[src/rtl/if_stage_pipe.sv]
// rtl/if_stage_pipe.sv - instruction fetch stage: PC register, IF/ID register, stall/redirect, perf counters
module if_stage_pipe #(
    parameter int                 ADDR_W   = 32,
    parameter int                 INSTR_W  = 32,
    parameter logic [ADDR_W-1:0]  RESET_PC = '0,
    parameter int                 PC_STEP  = 4,
    parameter logic [INSTR_W-1:0] NOP_WORD = '0,
    parameter int                 CNT_W    = 16
) (
    input  logic               clk,
    input  logic               reset,
    input  logic               stall,
    input  logic               redirect,
    input  logic [ADDR_W-1:0]  redirect_pc,
    input  logic [INSTR_W-1:0] imem_data,
    output logic [ADDR_W-1:0]  imem_addr,
    output logic [INSTR_W-1:0] ifid_instr,
    output logic [ADDR_W-1:0]  ifid_pc_next,
    output logic               ifid_valid,
    output logic               misalign,
    output logic [CNT_W-1:0]   stall_cnt,
    output logic [CNT_W-1:0]   flush_cnt
);

    localparam logic [ADDR_W-1:0] STEP       = ADDR_W'(PC_STEP);
    localparam logic [ADDR_W-1:0] ALIGN_MASK = ADDR_W'(PC_STEP - 1);

    logic [ADDR_W-1:0] pc;
    logic [ADDR_W-1:0] pc_plus;

    assign imem_addr = pc;
    assign pc_plus   = pc + STEP;

    // Priority: reset > redirect > stall > advance; redirect overrides a concurrent stall.
    always_ff @(posedge clk) begin
        if (!reset) begin
            pc           <= RESET_PC;
            ifid_instr   <= NOP_WORD;
            ifid_pc_next <= '0;
            ifid_valid   <= 1'b0;
            misalign     <= 1'b0;
            stall_cnt    <= '0;
            flush_cnt    <= '0;
        end else if (redirect) begin
            pc           <= redirect_pc & ~ALIGN_MASK;
            ifid_instr   <= NOP_WORD;
            ifid_pc_next <= '0;
            ifid_valid   <= 1'b0;
            if (|(redirect_pc & ALIGN_MASK))
                misalign <= 1'b1;
            if (flush_cnt != {CNT_W{1'b1}})
                flush_cnt <= flush_cnt + CNT_W'(1);
        end else if (stall) begin
            if (stall_cnt != {CNT_W{1'b1}})
                stall_cnt <= stall_cnt + CNT_W'(1);
        end else begin
            pc           <= pc_plus;
            ifid_instr   <= imem_data;
            ifid_pc_next <= pc_plus;
            ifid_valid   <= 1'b1;
        end
    end

endmodule

[config.mk]
export PLATFORM = sky130hd
export DESIGN_NAME = if_stage_pipe
export DESIGN_NICKNAME = d
export VERILOG_FILES = /design/src/rtl/if_stage_pipe.sv
export SDC_FILE = /design/constraint.sdc
export NUM_CORES = 1
export LEC_CHECK = 0
export CAP_MARGIN = 40
export CORE_UTILIZATION = 40
export DETAILED_ROUTE_END_ITERATION = 16
export GPL_TIMING_DRIVEN = 1
export MAX_ROUTING_LAYER = met4
export PLACE_DENSITY = 0.82
export SYNTH_ARGS = -nofsm -noshare
export SYNTH_HDL_FRONTEND = slang
export SYNTH_SLANG_ARGS = --single-unit
[constraint.sdc]
create_clock -name clk -period 3.8 [get_ports clk]
set_clock_uncertainty 0.1 [all_clocks]
set_input_delay 0.57 -clock clk [delete_from_list [all_inputs] [get_ports clk]]
set_output_delay 0.57 -clock clk [all_outputs]
set_load 0.05 [all_outputs]
==> results of run 1 <==
[worst paths after layout]
check | cells past startpoint | endpoint | slack, ns
setup / recovery | 1 | imem_addr[18] | 1.16
hold / removal | 2 | misalign$_SDFFE_PN0P_ | 0.36
setup reg to reg | 4 | imem_addr[25]$_SDFFE_PN0N_ | 1.29
hold reg to reg | 2 | misalign$_SDFFE_PN0P_ | 0.36
[cells in the mapped netlist (4+ instances only)]
library cell	n	area share [%]
dfxtp_1	126	41
nor2_1	64	3.9
nand2_1	56	3.4
o21ai_0	54	4.4
mux2i_1	51	8.3
clkbuf_1	40	2.4
a21oi_1	32	2.6
nand4_1	32	3.2
nand2b_1	19	1.9
nor3_1	19	1.5
nand3_1	18	1.5
a31oi_1	17	1.7
or3_1	16	1.6
or4_1	15	1.8
buf_2	13	1.1
nor4_1	13	1.3
xnor2_1	13	1.8
and4_1	12	1.7
o31ai_1	12	1.5
a211oi_1	10	1.2
and3_1	9	0.91
a311oi_1	8	1.1
inv_1	8	0.49
nor2b_1	6	0.61
o211ai_1	5	0.61
o31a_1	5	0.71
and2_1	4	0.41
buf_4	4	0.49
nor4b_1	4	0.57
o311a_1	4	0.65
[layer usage]
layer,up-vias,track usage (%),share of wire [%]
met1,2962,29.38,45
met5,-,-,0
li1,3043,-,-
met3,33,6.542,7.7
met2,259,37.24,46
met4,0,8.788,2.0
[flip-flops by register name, indices dropped and copies added (netlist names)]
name          count
ifid_pc_next     30
flush_cnt        16
stall_cnt        16
ifid_instr       32
ifid_valid        1
misalign          1
imem_addr        30
[cell families (layout without fill, tap and decap cells)]
group | Yosys count | count (layout) | share of synthesized area, %
buffers and inverters | 67 | 245 | 4.602
other | 1 | 5 | 0.06077
AND/OR/NAND/NOR | 302 | 302 | 26.62
adder cells (fa/ha/maj) | 3 | 3 | 0.6083
multiplexers | 51 | 51 | 8.273
flip-flops | 126 | 126 | 40.88
AO/OA/AOI/OAI | 163 | 163 | 16.69
XOR/XNOR | 16 | 16 | 2.271
[stage by stage]
stage | hold WS [ns] | power [mW] | area, um2 | setup WS [ns] | utilization (%)
floorplan | 0.5639 | 1.784 | 6182 | 1.301 | -
global placement | 0.3325 | 1.988 | 8162 | 1.060 | 53.89
detailed placement | 0.3384 | 1.994 | 8172 | 1.007 | 53.95
CTS | 0.3534 | 3.758 | 8815 | 1.162 | 58.20
global route | 0.3929 | 3.853 | 8822 | 1.077 | 58.25
finish | 0.3570 | 3.736 | 8822 | 1.163 | 58.25
[power breakdown]
group | internal [mW] | switching (mW) | total (mW)
combinational | 0.209 | 0.319 | 0.528
clock | 1.17 | 0.601 | 1.77
sequential | 1.37 | 0.0705 | 1.44
total | 2.74 | 0.991 | 3.74
[layout make-up]
type | instances | area [um2] | area share, %
antenna | 1 | 2.502 | 0.02836
clock buffer | 22 | 484.2 | 5.489
clock inverter | 10 | 158.9 | 1.801
inverter | 9 | 33.78 | 0.3829
multi-input combinational | 539 | 3378 | 38.29
sequential | 126 | 2522 | 28.59
tap | 188 | 235.2 | 2.666
timing repair buffer | 204 | 2007 | 22.75
==> parameters.txt, run 1 <==
Parameter                              Value

Status
  Status    finished clean

Synthesis
  EDFF count, synth    0
  Share of the yosys chip area belonging to registers    40.88%
  Synth Area per Inst    8.465 um2
  Number of instances in the synthesized netlist    729
  Async set-or-reset flop fraction in the synthesized netlist    0%
  Netlist cell types    52
  Cell area after synthesis    6171 um2
  Synth warnings    0
  Register bit count reported by yosys    126
  Post-synth top flop    dfxtp_1

Global route
  Number of global-route vias before repair    5780
  First-pass GRT wire length    29280 um
  GRT Residual Overflow    0
  Pin count of the biggest net entering global routing    57
  Tot GR Track Use    23.86%
  Number of antenna violations at the first check in global routing    1

Clock tree
  Number of instances resized during post-cts repair    0
  Number of buffers inserted during clock tree synthesis    17
  Worst-case clock buffer depth    2
  Hold buffer count at CTS    0
  CTS Root Buffer Type    clkbuf_16
  Clock tree from TritonCTS    done
  Clock insertion delay at the later pin of the skew report    0.42 ns
  Total setup buffers inserted after CTS    0
  Post-CTS clock slew at the launch and capture registers of the worst setup and hold paths    0.06 ns
  Clock net sink count    126
  H-Tree Level Count    4

Worst setup path
  Kind of capture point of the worst setup path    output port
  Reg-to-Reg Start    imem_addr[6]$_SDFFE_PN0N_
  Crit Path Category    flip-flop to output port
  Buffers & Inverters on Critical Path    1
  Critical-path cell with the highest stage delay    clkdlybuf4s50_1
  CP max FO    12
  Kind of cell adding the most delay to the critical path    buffers and inverters
  Startpoint Class    flip-flop
  Maximum cell stage delay along the critical path    0.90 ns
  Start point of the critical path    imem_addr[18]$_SDFFE_PN0N_
  Crit path cell chain    clkdlybuf4s50_1
  Arrival time of the worst setup path    1.97 ns
  Required time worst endpoint    3.13 ns

Placement
  Global placer's final weighted congestion    0.8733
  Instance count after placement with tap cells included    1065
  Number of buffer cells added on primary ports    193
  HPWL after DPL    13050 um

Job
  Count of maximum capacitance violations    0

Layout
  Final layout net count    968
  Number of filler instances in the final layout    1321
  Post-layout instance count excluding filler cells    1099
  Commonest non-fill, non-tap cells in the layout    191 x clkdlybuf4s50_1, 126 x dfxtp_1, 64 x nor2_1, 56 x nand2_1, 54 x o21ai_0
  Post-synthesis to final-layout area growth    42.96%
  Share of layout cells above drive strength 1    5.604%
  Most common cell after layout, fill and taps aside    clkdlybuf4s50_1

Drt
  Number of search-and-repair iterations in the first detailed-routing pass    6
  Routed wire length    18530 um
  Post-route antenna net violation count    0
  Drt initial violations    484
  Average via count per standard cell    5.730
  Via count of the routed design    6297
  DRC viols    0
  DR WL/cell    16.86 um

STA
  Slew at the pin with the worst max-slew slack    0.7676 ns
  Final-report setup violation count    0
  Fin crit period    2.637 ns
  Pins Over Slew Limit    0
  Fraction of the cycle the final worst path needs    69.39%
  Final Hold Violating Endpoints    0
  Slew HR    48.77%
  Setup repair after global routing missed its margin    false
  Max Clock Freq    379.2 MHz
  Final sum of negative setup slack    0 ns

Floorplanning
  # IOs    198
  Row cnt    45
  Initial core utilization    40.74%
  Die X    126.2 um
  Total die area    15930 um2
  Core Region    15150 um2
  Chip Height    126.2 um

Power and ir drop
  Power density over the cells    423.5 nW/um2
  Leakage power figure    3.083 nW
  Worst voltage drop across the vdd grid    325.0 uV

Min path
  Worst Hold Class    flip-flop to flip-flop
  Startpoint of the tightest hold check path    misalign$_SDFFE_PN0P_
Power figures use the tool's default switching activity.
==> inputs of run 2 (changes only) <==
- clock period: 3.8 -> 2.7 ns (I/O delays scaled with it)
==> parameters.txt, run 2 (same netlist as run 1, synthesis figures left out) <==
Parameter                              Value

Status
  Status    finished clean

Drt
  Post-route antenna net violation count    0 (unchanged)
  Drt initial violations    536 (+11%)
  Via count of the routed design    6335 (+0.60%)
  Number of search-and-repair iterations in the first detailed-routing pass    5 (-1)
  DRC viols    0 (unchanged)
  DR WL/cell    16.76 um (-0.62%)
  Average via count per standard cell    5.692 (-0.66%)
  Routed wire length    18650 um (+0.65%)

Worst setup path
  Arrival time of the worst setup path    1.91 ns (-0.06 ns)
  Maximum cell stage delay along the critical path    0.83 ns (-0.07 ns)
  Kind of cell adding the most delay to the critical path    buffers and inverters
  Startpoint Class    flip-flop
  Kind of capture point of the worst setup path    output port
  Crit path cell chain    buf_4 > clkdlybuf4s50_1
  Buffers & Inverters on Critical Path    2 (+1)
  Stages on the worst setup path    2 (+1)
  Endpoint of the most critical register-to-register path    imem_addr[25]$_SDFFE_PN0N_
  Crit Path Category    flip-flop to output port
  Reg-to-Reg Start    imem_addr[5]$_SDFFE_PN0N_
  Critical-path cell with the highest stage delay    clkdlybuf4s50_1
  Worst R2R Setup Slack    0.37 ns (-0.92 ns)
  Required time worst endpoint    2.19 ns (-0.94 ns)
  CP max FO    6 (-6)
  Number of cells on the worst reg-to-reg path    4 (unchanged)
  Start point of the critical path    imem_addr[12]$_SDFFE_PN0N_

Global route
  Number of global-route vias before repair    5887 (+1.9%)
  Number of antenna violations at the first check in global routing    1 (unchanged)
  Pin count of the biggest net entering global routing    51 (-11%)
  First-pass GRT wire length    29610 um (+1.1%)
  Tot GR Track Use    24.21% (+0.35 points)
  GRT Residual Overflow    0 (unchanged)

Clock tree
  Clock insertion delay at the later pin of the skew report    0.42 ns (about the same)
  Clock tree from TritonCTS    done
  Hold buffer count at CTS    0 (unchanged)
  H-Tree Level Count    4 (unchanged)
  Worst-case clock buffer depth    2 (unchanged)
  Clock net sink count    126 (unchanged)
  Total setup buffers inserted after CTS    0 (unchanged)
  Number of buffers inserted during clock tree synthesis    17 (unchanged)
  CTS Root Buffer Type    clkbuf_16
  Post-CTS clock slew at the launch and capture registers of the worst setup and hold paths    0.06 ns (about the same)
  Number of instances resized during post-cts repair    0 (unchanged)

STA
  Final-report setup violation count    0 (unchanged)
  Pins Over Slew Limit    0 (unchanged)
  Fin crit period    2.412 ns
  Slew at the pin with the worst max-slew slack    0.7585 ns (-0.009144 ns)
  Max Clock Freq    414.5 MHz
  Setup repair after global routing missed its margin    false
  Slew HR    49.04% (+0.28 points)
  Final Hold Violating Endpoints    0 (unchanged)
  Fraction of the cycle the final worst path needs    89.35%
  Final sum of negative setup slack    0 ns (unchanged)

Floorplanning
  Total die area    15930 um2 (unchanged)
  Core Region    15150 um2 (unchanged)
  Row cnt    45 (unchanged)
  Initial core utilization    40.74% (unchanged)
  Die X    126.2 um (unchanged)
  # IOs    198 (unchanged)
  Chip Height    126.2 um (unchanged)

Power and ir drop
  Leakage power figure    3.155 nW (+2.3%)
  Power density over the cells    578.7 nW/um2 (+37%)
  Worst voltage drop across the vdd grid    510.1 uV (+57%)

Layout
  Flip-flop count of the largest register, all copies and words added    32 (unchanged)
  Share of layout cells above drive strength 1    6.926% (+1.3 points)
  Final core utilization    58.81% (+0.56 points)
  Commonest non-fill, non-tap cells in the layout    191 x clkdlybuf4s50_1, 126 x dfxtp_1, 64 x nor2_1, 56 x nand2_1, 54 x o21ai_0
  Area of all placed cells without fillers    8907 um2 (+0.96%)
  Most common cell after layout, fill and taps aside    clkdlybuf4s50_1
  Post-synthesis to final-layout area growth    44.34%
  Largest reg by FF count    ifid_instr
  Final layout net count    985 (+1.8%)

Min path
  Instance count along the most critical hold path    2 (unchanged)
  Startpoint of the tightest hold check path    stall
  Worst Hold Class    input port to flip-flop
  Hold path endpoint    ifid_pc_next[15]$_SDFFE_PP0N_

Job
  Count of maximum capacitance violations    0 (unchanged)

Placement
  HPWL after DPL    13500 um (+3.4%)
  Number of buffer cells added on primary ports    193 (unchanged)
  Global placer's final weighted congestion    0.8985 (+2.9%)
  Cell area after placement    8304 um2 (+1.6%)
-- run 2: how the worst max path moves through the flow --
stage	end	slack (ns)
after floorplan	imem_addr[22]$_SDFFE_PN0N_	0.20
final	imem_addr[12]	0.29
after global routing	imem_addr[12]	0.24
after detailed placement	stall_cnt[8]$_SDFFE_PN0P_	0.30
after global placement	stall_cnt[6]$_SDFFE_PN0P_	0.34
after CTS	imem_addr[12]	0.27
-- run 2: final cells by class --
class / instances / area [um2]
repair buffers: 221 / 2135
clock inverters: 8 / 140.1
clock buffers: 21 / 460.4
multi-input cells: 539 / 3378
fillers: 1355 / 6238
flip-flops and latches: 126 / 2522
inverters: 9 / 33.78
diodes: 1 / 2.502
well taps: 188 / 235.2
-- run 2: power breakdown --
group | total, mW | internal, mW | switching, mW
Sequential | 2.01 | 1.93 | 0.0827
Combinational | 0.781 | 0.308 | 0.472
Clock | 2.36 | 1.57 | 0.792
-- run 2: routing by layer --
metal,vias to the layer above,track usage (%),share of wire [%]
met1,2977,29.75,44
met2,268,38.28,46
met4,0,8.505,2.0
li1,3059,-,-
met3,31,6.330,7.8
met5,-,-,0
-- run 2: stage by stage --
step / hold slack, ns / std cells / total power [mW] / setup WS [ns]
finish: 0.2847 / 1113 / 5.155 / 0.2875
global route: 0.2787 / 1113 / 5.325 / 0.2440
CTS: 0.2724 / 1112 / 5.191 / 0.2691
detailed placement: 0.3409 / 1083 / 2.828 / 0.2951
global placement: 0.3320 / 1083 / 2.819 / 0.3433
floorplan: 0.4272 / 732 / 2.511 / 0.2013
